`src/rtl/serial_add_pkg.sv`:
```
// serial_add_pkg: shared state encoding and default width for the bit-serial adder.
package serial_add_pkg;
    localparam int DEFAULT_WIDTH = 8;
    typedef enum logic [1:0] {IDLE = 2'd0, RUN = 2'd1, DONE = 2'd2} state_e;
endpackage

```
`src/rtl/serial_add_ctrl_if.sv`:
```
// serial_add_ctrl_if: start/busy/done handshake plus operand and result buses.
interface serial_add_ctrl_if import serial_add_pkg::*; #(
    parameter int WIDTH = DEFAULT_WIDTH
);
    logic             start;
    logic [WIDTH-1:0] a;
    logic [WIDTH-1:0] b;
    logic             cin;
    logic             busy;
    logic             done;
    logic [WIDTH-1:0] sum;
    logic             cout;
    modport master (output start, a, b, cin, input busy, done, sum, cout);
    modport slave (input start, a, b, cin, output busy, done, sum, cout);
endinterface

```
`src/rtl/serial_add_cell.sv`:
```
// serial_add_cell: 1-bit full adder returning {co,s}.
module serial_add_cell (
    input  logic       x,
    input  logic       y,
    input  logic       ci,
    output logic [1:0] cs
);
    assign cs = {1'b0, x} + {1'b0, y} + {1'b0, ci};
endmodule

```
`src/rtl/serial_add_ctrl.sv`:
```
// serial_add_ctrl: sequences one full-adder cell LSB-first over WIDTH cycles.
module serial_add_ctrl import serial_add_pkg::*; #(
    parameter int WIDTH = DEFAULT_WIDTH
) (
    input logic             clk,
    input logic             rst,
    serial_add_ctrl_if.slave bus
);
    localparam int CNT_W = $clog2(WIDTH) + 1;
    localparam logic [CNT_W-1:0] LAST = CNT_W'(WIDTH - 1);

    state_e           state_q, state_d;
    logic [CNT_W-1:0] cnt_q, cnt_d;
    logic [WIDTH-1:0] a_sh_q, a_sh_d, b_sh_q, b_sh_d, sum_sh_q, sum_sh_d, sum_q, sum_d;
    logic             carry_q, carry_d, cout_q, cout_d, busy_q, busy_d, done_q, done_d;
    logic [1:0]       cs;
    logic             accept;

    serial_add_cell u_cell (.x(a_sh_q[0]), .y(b_sh_q[0]), .ci(carry_q), .cs(cs));

    always_comb begin
        state_d  = state_q;
        cnt_d    = cnt_q;
        a_sh_d   = a_sh_q;
        b_sh_d   = b_sh_q;
        sum_sh_d = sum_sh_q;
        sum_d    = sum_q;
        carry_d  = carry_q;
        cout_d   = cout_q;
        busy_d   = busy_q;
        done_d   = 1'b0;
        accept   = (state_q == IDLE || state_q == DONE) && bus.start;
        if (accept) begin
            state_d = RUN;
            a_sh_d  = bus.a;
            b_sh_d  = bus.b;
            carry_d = bus.cin;
            cnt_d   = '0;
            busy_d  = 1'b1;
        end else if (state_q == RUN) begin
            a_sh_d   = a_sh_q >> 1;
            b_sh_d   = b_sh_q >> 1;
            sum_sh_d = {cs[0], sum_sh_q[WIDTH-1:1]};
            carry_d  = cs[1];
            cnt_d    = cnt_q + CNT_W'(1);
            // sum/cout are only published here so no partial result is ever visible
            if (cnt_q == LAST) begin
                state_d = DONE;
                sum_d   = sum_sh_d;
                cout_d  = cs[1];
                busy_d  = 1'b0;
                done_d  = 1'b1;
            end
        end else begin
            state_d = IDLE;
        end
    end

    always_ff @(posedge clk) begin
        if (rst) begin
            state_q  <= IDLE;
            cnt_q    <= '0;
            a_sh_q   <= '0;
            b_sh_q   <= '0;
            sum_sh_q <= '0;
            sum_q    <= '0;
            carry_q  <= 1'b0;
            cout_q   <= 1'b0;
            busy_q   <= 1'b0;
            done_q   <= 1'b0;
        end else begin
            state_q  <= state_d;
            cnt_q    <= cnt_d;
            a_sh_q   <= a_sh_d;
            b_sh_q   <= b_sh_d;
            sum_sh_q <= sum_sh_d;
            sum_q    <= sum_d;
            carry_q  <= carry_d;
            cout_q   <= cout_d;
            busy_q   <= busy_d;
            done_q   <= done_d;
        end
    end

    assign bus.busy = busy_q;
    assign bus.done = done_q;
    assign bus.sum  = sum_q;
    assign bus.cout = cout_q;
endmodule

```
`src/flat_wrapper.sv`:
```
// flat-port wrapper written by rule: the top's interface ports become plain ports
module serial_add_ctrl_flat import serial_add_pkg::*;
#(
    parameter int WIDTH = DEFAULT_WIDTH
)
  (clk, rst, bus_start, bus_a, bus_b, bus_cin, bus_busy, bus_done, bus_sum, bus_cout);
  serial_add_ctrl_if #(.WIDTH(WIDTH)) bus_i ();
  input logic clk;
  input logic rst;
  input wire logic [$bits(bus_i.start)-1:0] bus_start;
  input wire logic [$bits(bus_i.a)-1:0] bus_a;
  input wire logic [$bits(bus_i.b)-1:0] bus_b;
  input wire logic [$bits(bus_i.cin)-1:0] bus_cin;
  output wire logic [$bits(bus_i.busy)-1:0] bus_busy;
  output wire logic [$bits(bus_i.done)-1:0] bus_done;
  output wire logic [$bits(bus_i.sum)-1:0] bus_sum;
  output wire logic [$bits(bus_i.cout)-1:0] bus_cout;
  assign bus_i.start = bus_start;
  assign bus_i.a = bus_a;
  assign bus_i.b = bus_b;
  assign bus_i.cin = bus_cin;
  assign bus_busy = bus_i.busy;
  assign bus_done = bus_i.done;
  assign bus_sum = bus_i.sum;
  assign bus_cout = bus_i.cout;
  serial_add_ctrl #(.WIDTH(WIDTH)) u_core (.clk(clk), .rst(rst), .bus(bus_i));
endmodule
```
`config.mk`:
```
export PLATFORM = sky130hd
export DESIGN_NAME = serial_add_ctrl_flat
export DESIGN_NICKNAME = d
export VERILOG_FILES = /design/src/rtl/serial_add_pkg.sv /design/src/rtl/serial_add_ctrl_if.sv /design/src/rtl/serial_add_cell.sv /design/src/rtl/serial_add_ctrl.sv /design/src/flat_wrapper.sv
export SDC_FILE = /design/constraint.sdc
export NUM_CORES = 1
export LEC_CHECK = 0
export CAP_MARGIN = 20
export CORE_AREA = 2 2 60 62
export DETAILED_ROUTE_END_ITERATION = 6
export DIE_AREA = 0 0 62 64
export PLACE_DENSITY = 0.87
export SYNTH_ARGS = -nofsm -noshare
export SYNTH_HDL_FRONTEND = slang
export SYNTH_HIERARCHICAL = 1
export SYNTH_SLANG_ARGS = --single-unit
```
`constraint.sdc`:
```
create_clock -name clk -period 3.1 [get_ports clk]
set_input_delay 0.62 -clock clk [delete_from_list [all_inputs] [get_ports clk]]
set_output_delay 0.62 -clock clk [all_outputs]
set_load 0.05 [all_outputs]
```
== After elaboration in Yosys (flattened, before gate mapping) ==
Cells that the tools add are included.

* Flip-flop bits (word level): 42
* Latch bits: 0
* RAM bits: 0
* Bits in read-only memories: 0
* Logic and storage cells: 43
* Memories: 0

* Add/subtract/negate cells: 3
* $mul: 0
* Div/mod/pow operators: 0
* Order comparisons: 0
* Equal/unequal tests: 4
* Shifts and indexed selects: 0
* Multiplexer cells: 13
* Bitwise operators: 2
* Reduce and logical (&&, ||, !) cells: 10

{| class="wikitable"
|+ Operator list
! cell !! count
|-
| 2-to-1 mux 8 bit || 4
|-
| 2-to-1 mux 1 bit || 9
|-
| adder 4 x 1 -> 4 bit, second input constant || 1
|-
| == test 4 x 3 -> 1 bit, second input constant || 1
|-
| AND reduction 2 bit || 2
|-
| nonzero test 2 bit || 2
|-
| inequality test 3 x 2 -> 1 bit, second input constant || 1
|-
| AND reduction 3 bit || 1
|-
| OR reduction 3 bit || 1
|-
| adder 1 x 1 -> 2 bit || 1
|-
| adder 2 x 1 -> 2 bit || 1
|-
| == test 2 x 1 -> 1 bit, second input constant || 1
|-
| == test 2 bit, second input constant || 1
|-
| logical NOT 2 bit || 1
|-
| inverter 1 bit || 2
|-
| OR reduction 2 bit || 1
|-
| logical AND 1 bit || 1
|-
| logical OR 1 bit || 1
|}

== Depth between registers and ports, before layout ==
* Depth after elaboration: 5
* Depth in mapped cells: 5
* Gate-level depth less buffers: 4

== By module ==
Netlist, hierarchy kept.

{| class="wikitable"
|+ Modules (own cells, without submodules)
! module !! times used !! cells an instance !! area an instance (µm²)
|-
| serial_add_ctrl || 1 || 188 || 1,720.4
|-
| serial_add_cell || 1 || 1 || 20.0
|}

== Least setup slack after synthesis ==
OpenSTA, ideal clock, no wires.

* Kind: input -> register
* From: in rst
* To: reg u_core.state_q[0]
* Library setup time: 0.128 ns
* Arrival time: 1.193 ns
* Slack: 1.780 ns
* Cell stages on the path: 3
* Path buffers: 2
* Cells stage by stage: clkbuf_1 clkbuf_1 nor2_1

{| class="wikitable"
|+ RTL lines
! element !! line !! text
|-
| from (decl) || flat_wrapper.sv:9 || <nowiki>input logic rst;</nowiki>
|-
| to (signal assigned) || serial_add_ctrl.sv:72 || <nowiki>state_q <= state_d;</nowiki>
|-
| to (decl) || serial_add_ctrl.sv:12 || <nowiki>state_e state_q, state_d;</nowiki>
|}

No word-level cell between the ends.

== Final worst setup path ==
* From: reg u_core.cout_q, in the netlist u_core/bus.cout
* To: out bus_cout

{| class="wikitable"
|+ RTL lines
! element !! line !! text
|-
| from (decl) || serial_add_ctrl.sv:15 || <nowiki>logic carry_q, carry_d, cout_q, cout_d, busy_q, busy_d, done_q, done_d;</nowiki>
|-
| from (signal assigned) || serial_add_ctrl.sv:79 || <nowiki>cout_q <= cout_d;</nowiki>
|-
| to (decl) || flat_wrapper.sv:17 || <nowiki>output wire logic [$bits(bus_i.cout)-1:0] bus_cout;</nowiki>
|}

No word-level cell between the ends.

==> flow_summary_export.csv <==
group,metric,value,unit
setup_path,critical_path.endpoint_type,"output pin",
grt,grt_pass1_vias,1262,
drt,wl_met3,169,um
yosys,synthTopCellsByCount,"dfxtp_1, nand2_1, nand2b_1",
final_layout,antenna_cells,0,
setup_path,rr_worst_depth,4,
timing,setup_viol,0,
timing,finalHoldViolCount,0,
setup_path,cp-start-kind,"register",
grt,track_usage,17.43,%
setup_path,crit_type,"register to output pin",
setup_path,setup.worst_path.start,"u_core/bus.cout$_SDFFE_PP0P_",
yosys,synth_edf_count,0,
yosys,ys_ff_latch,41,
final_layout,nets,238,
floorplanning,io_pins,31,
timing,period_needed,2.127,ns
cts,post_cts_resized,0,
drt,drt-pass1-iter-count,5,
cts,tritoncts,"done",
grt,gr-total-overflow,0,
yosys,yosysMostFrequentCell,"dfxtp_1",
setup_path,max_stage_delay,0.80,ns
place,place_congestion,0.6855,
cts,cts-root-buf,"clkbuf_4",
status,status,"finished, final reports clean",
worst_hold_path,hold_class,"register to register",
setup_path,worstPathMaxFanout,2,
yosys,ys.flop_type,"dfxtp_1",
floorplanning,core_area,3284,um2
yosys,syn_inst,189,
grt,grt_antenna_before_repair,0,
timing,max_slew.worst_pin.slew,0.8438,ns
setup_path,critPathCapture,"bus_cout",
floorplanning,fp.dieH,64,um
floorplanning,fp.dieW,62,um
grt,grt_max_degree,28,
timing,setup_ws,0.9731,ns
final_layout,area_delta_synth_final,21.71,%
place,dp.final_hpwl,2.048,mm
power,power.density,480.9,nW/um2
drt,drc_errors,0,
yosys,yosysTopAreaCell,"dfxtp_1",
yosys,synthTopCellsByArea,"dfxtp_1, nand2_1, nand2b_1",
setup_path,cp_num_cells,1,
drt,wl_met2,1.446,mm
power,leakage,0.7312,nW
timing,rsz0062_at_grt,"no",
grt,grt_pass1_wl,5.202,mm
yosys,synth.top_cell.area_share,47.16,%
floorplanning,fp.dieArea,3968,um2
setup_path,timing.rr.start,"u_core/state_q[0]$_SDFFE_PP0P_",
job,max_cap_viol_count,0,
yosys,syn_area,1740,um2
place,numPortBuffers,30,
setup_path,cp_cell_sequence,"clkdlybuf4s50_1",
timing,layout_worst_path_cycle_share,68.61,%
cts,htreeDepth,2,
drt,vias,1332,
setup_path,cpMaxStageDelayCell,"clkdlybuf4s50_1",
yosys,yosysUniqueCellTypes,28,
yosys,syn_nets,211,
cts,holdBufCountCts,0,
floorplanning,num_rows,21,
timing,fmax,0.4702,GHz
drt,viasPerCell,5.084,
yosys,syn-mean-instance-area,9.209,um2
setup_path,cp.required,2.48,ns
timing,slew_headroom,43.74,%
setup_path,arrival,1.51,ns
drt,wl_per_cell,11.83,um
final_layout,n_fill_cell,278,
setup_path,rr_endpoint,"u_core/bus.sum[5]$_SDFFE_PP0P_",
timing,fin_setup_tns,0,ns
worst_hold_path,whs_path_depth,2,
setup_path,r2r_slack,1.46,ns
cts,cts_num_sinks,41,
final_layout,layout-drive-gt1-share,8.796,%
floorplanning,initial_core_util,52.99,%
yosys,synth_seq_area_share,47.16,%
setup_path,crit_buf_inv,1,
timing,slew_viol_final,0,
cts,path_clk_slew,0.11,ns
place,post-place-ws,1.110,ns
yosys,synthArstFlopShare,0,%
yosys,yosysWarnings,6,
drt,top_layer,"met4",
cts,cts_buffer_depth,2,
drt,wl,3.099,mm
drt,final_antenna_net_count,0,
drt,drt-met1-wl,1.461,mm
timing,skew,0.006451,ns
setup_path,critPathTopFamily,"buffers and inverters",
drt,first_iter_violations,82,
cts,cts_setup_buffers,0,
cts,numCtsBuffers,5,
power,ir_worst_vdd,0.4160,mV
cts,clock_latency,0.34,ns
==> registers in the layout, summed over array words and instances (netlist names) <==
signal and cells:
u_core/cnt_q 4, u_core/bus.sum 8, u_core/a_sh_q 8, u_core/state_q 2, u_core/bus.busy 1, u_core/b_sh_q 8, u_core/sum_sh_q 7, u_core/bus.cout 1
u_core/carry_q 1, u_core/bus.done 1
==> final cells by class <==
class,count,area (um2),share of cell area [%]
clock buffer,5,37.54,1.772
sequential,41,820.8,38.75
timing repair buffer,35,337.8,15.95
multi-input combinational,133,829.5,39.16
tap,46,57.56,2.717
clock inverter,2,35.03,1.654
==> metal layers <==
metal,vias to the layer above,global-route usage [%]
met2,37,27.21
met1,592,21.93
met5,-,0
li1,701,-
met4,0,5.851
met3,2,6.073
==> kinds of logic after synthesis <==
group           Yosys count  share of synthesized area, %
simple gates             87                         24.59
flops                    41                         47.16
compound gates           31                         13.87
buf+inv                  15                         5.176
mux                      11                         6.327
xor+xnor                  2                         1.007
fa+ha+maj                 2                         1.869
==> layout by cell type (no fill, tap or decap), drive strengths merged <==
cell | synthesis | routed
mux2i | 11 | 11
o22ai | 2 | 2
clkbuf | 3 | 5
nand3 | 5 | 5
clkdlybuf4s50 | 0 | 30
dfxtp | 41 | 41
bufinv | 0 | 1
ha | 1 | 1
xor2 | 1 | 1
xnor2 | 1 | 1
fa | 1 | 1
o21ai | 2 | 2
nor2b | 1 | 1
nand3b | 2 | 2
a21oi | 13 | 13
nor3 | 10 | 10
a311oi | 10 | 10
clkinv | 0 | 1
and2b | 1 | 1
nor2 | 12 | 12
nand2 | 35 | 35
or3 | 1 | 1
nand2b | 20 | 20
buf | 12 | 5
a22oi | 3 | 3
a211oi | 1 | 1
==> worst reg2reg max path, cell delays in order, from the launching register on <==
cell and delay [ns]:
dfxtp_1 0.40, nand2b_1 0.37, buf_4 0.36, nor2_8 0.23
mux2i_1 0.23
==> metrics by stage <==
stage / std cells / hold WS (ns) / util, % / total power, mW / area [um2]
floorplan: 189 / 0.4368 / - / 0.6675 / 1740
global placement: 255 / 0.4476 / 62.29 / 0.7033 / 2046
detailed placement: 255 / 0.4508 / 62.29 / 0.7051 / 2046
CTS: 262 / 0.4680 / 64.50 / 1.034 / 2118
global route: 262 / 0.4925 / 64.50 / 1.076 / 2118
finish: 262 / 0.4648 / 64.50 / 1.019 / 2118
==> power by group <==
part / switching, mW / internal (mW) / total (mW)
logic: 0.0690 / 0.0601 / 0.129
clock network: 0.161 / 0.164 / 0.325
registers: 0.0141 / 0.550 / 0.565
total: 0.244 / 0.775 / 1.02
==> how the worst min path moves through the flow <==
stage / from / end / slack (ns)
6_report: u_core/sum_sh_q[1]$_SDFFE_PP0P_ / u_core/sum_sh_q[1]$_SDFFE_PP0P_ / 0.46
5_1_grt: u_core/sum_sh_q[1]$_SDFFE_PP0P_ / u_core/sum_sh_q[1]$_SDFFE_PP0P_ / 0.49
4_1_cts: u_core/sum_sh_q[1]$_SDFFE_PP0P_ / u_core/sum_sh_q[1]$_SDFFE_PP0P_ / 0.47
3_5_place_dp: u_core/sum_sh_q[1]$_SDFFE_PP0P_ / u_core/sum_sh_q[1]$_SDFFE_PP0P_ / 0.45
3_3_place_gp: u_core/sum_sh_q[1]$_SDFFE_PP0P_ / u_core/sum_sh_q[1]$_SDFFE_PP0P_ / 0.45
2_1_floorplan: u_core/sum_sh_q[1]$_SDFFE_PP0P_ / u_core/sum_sh_q[1]$_SDFFE_PP0P_ / 0.44
(Power assumes the default switching activity.)
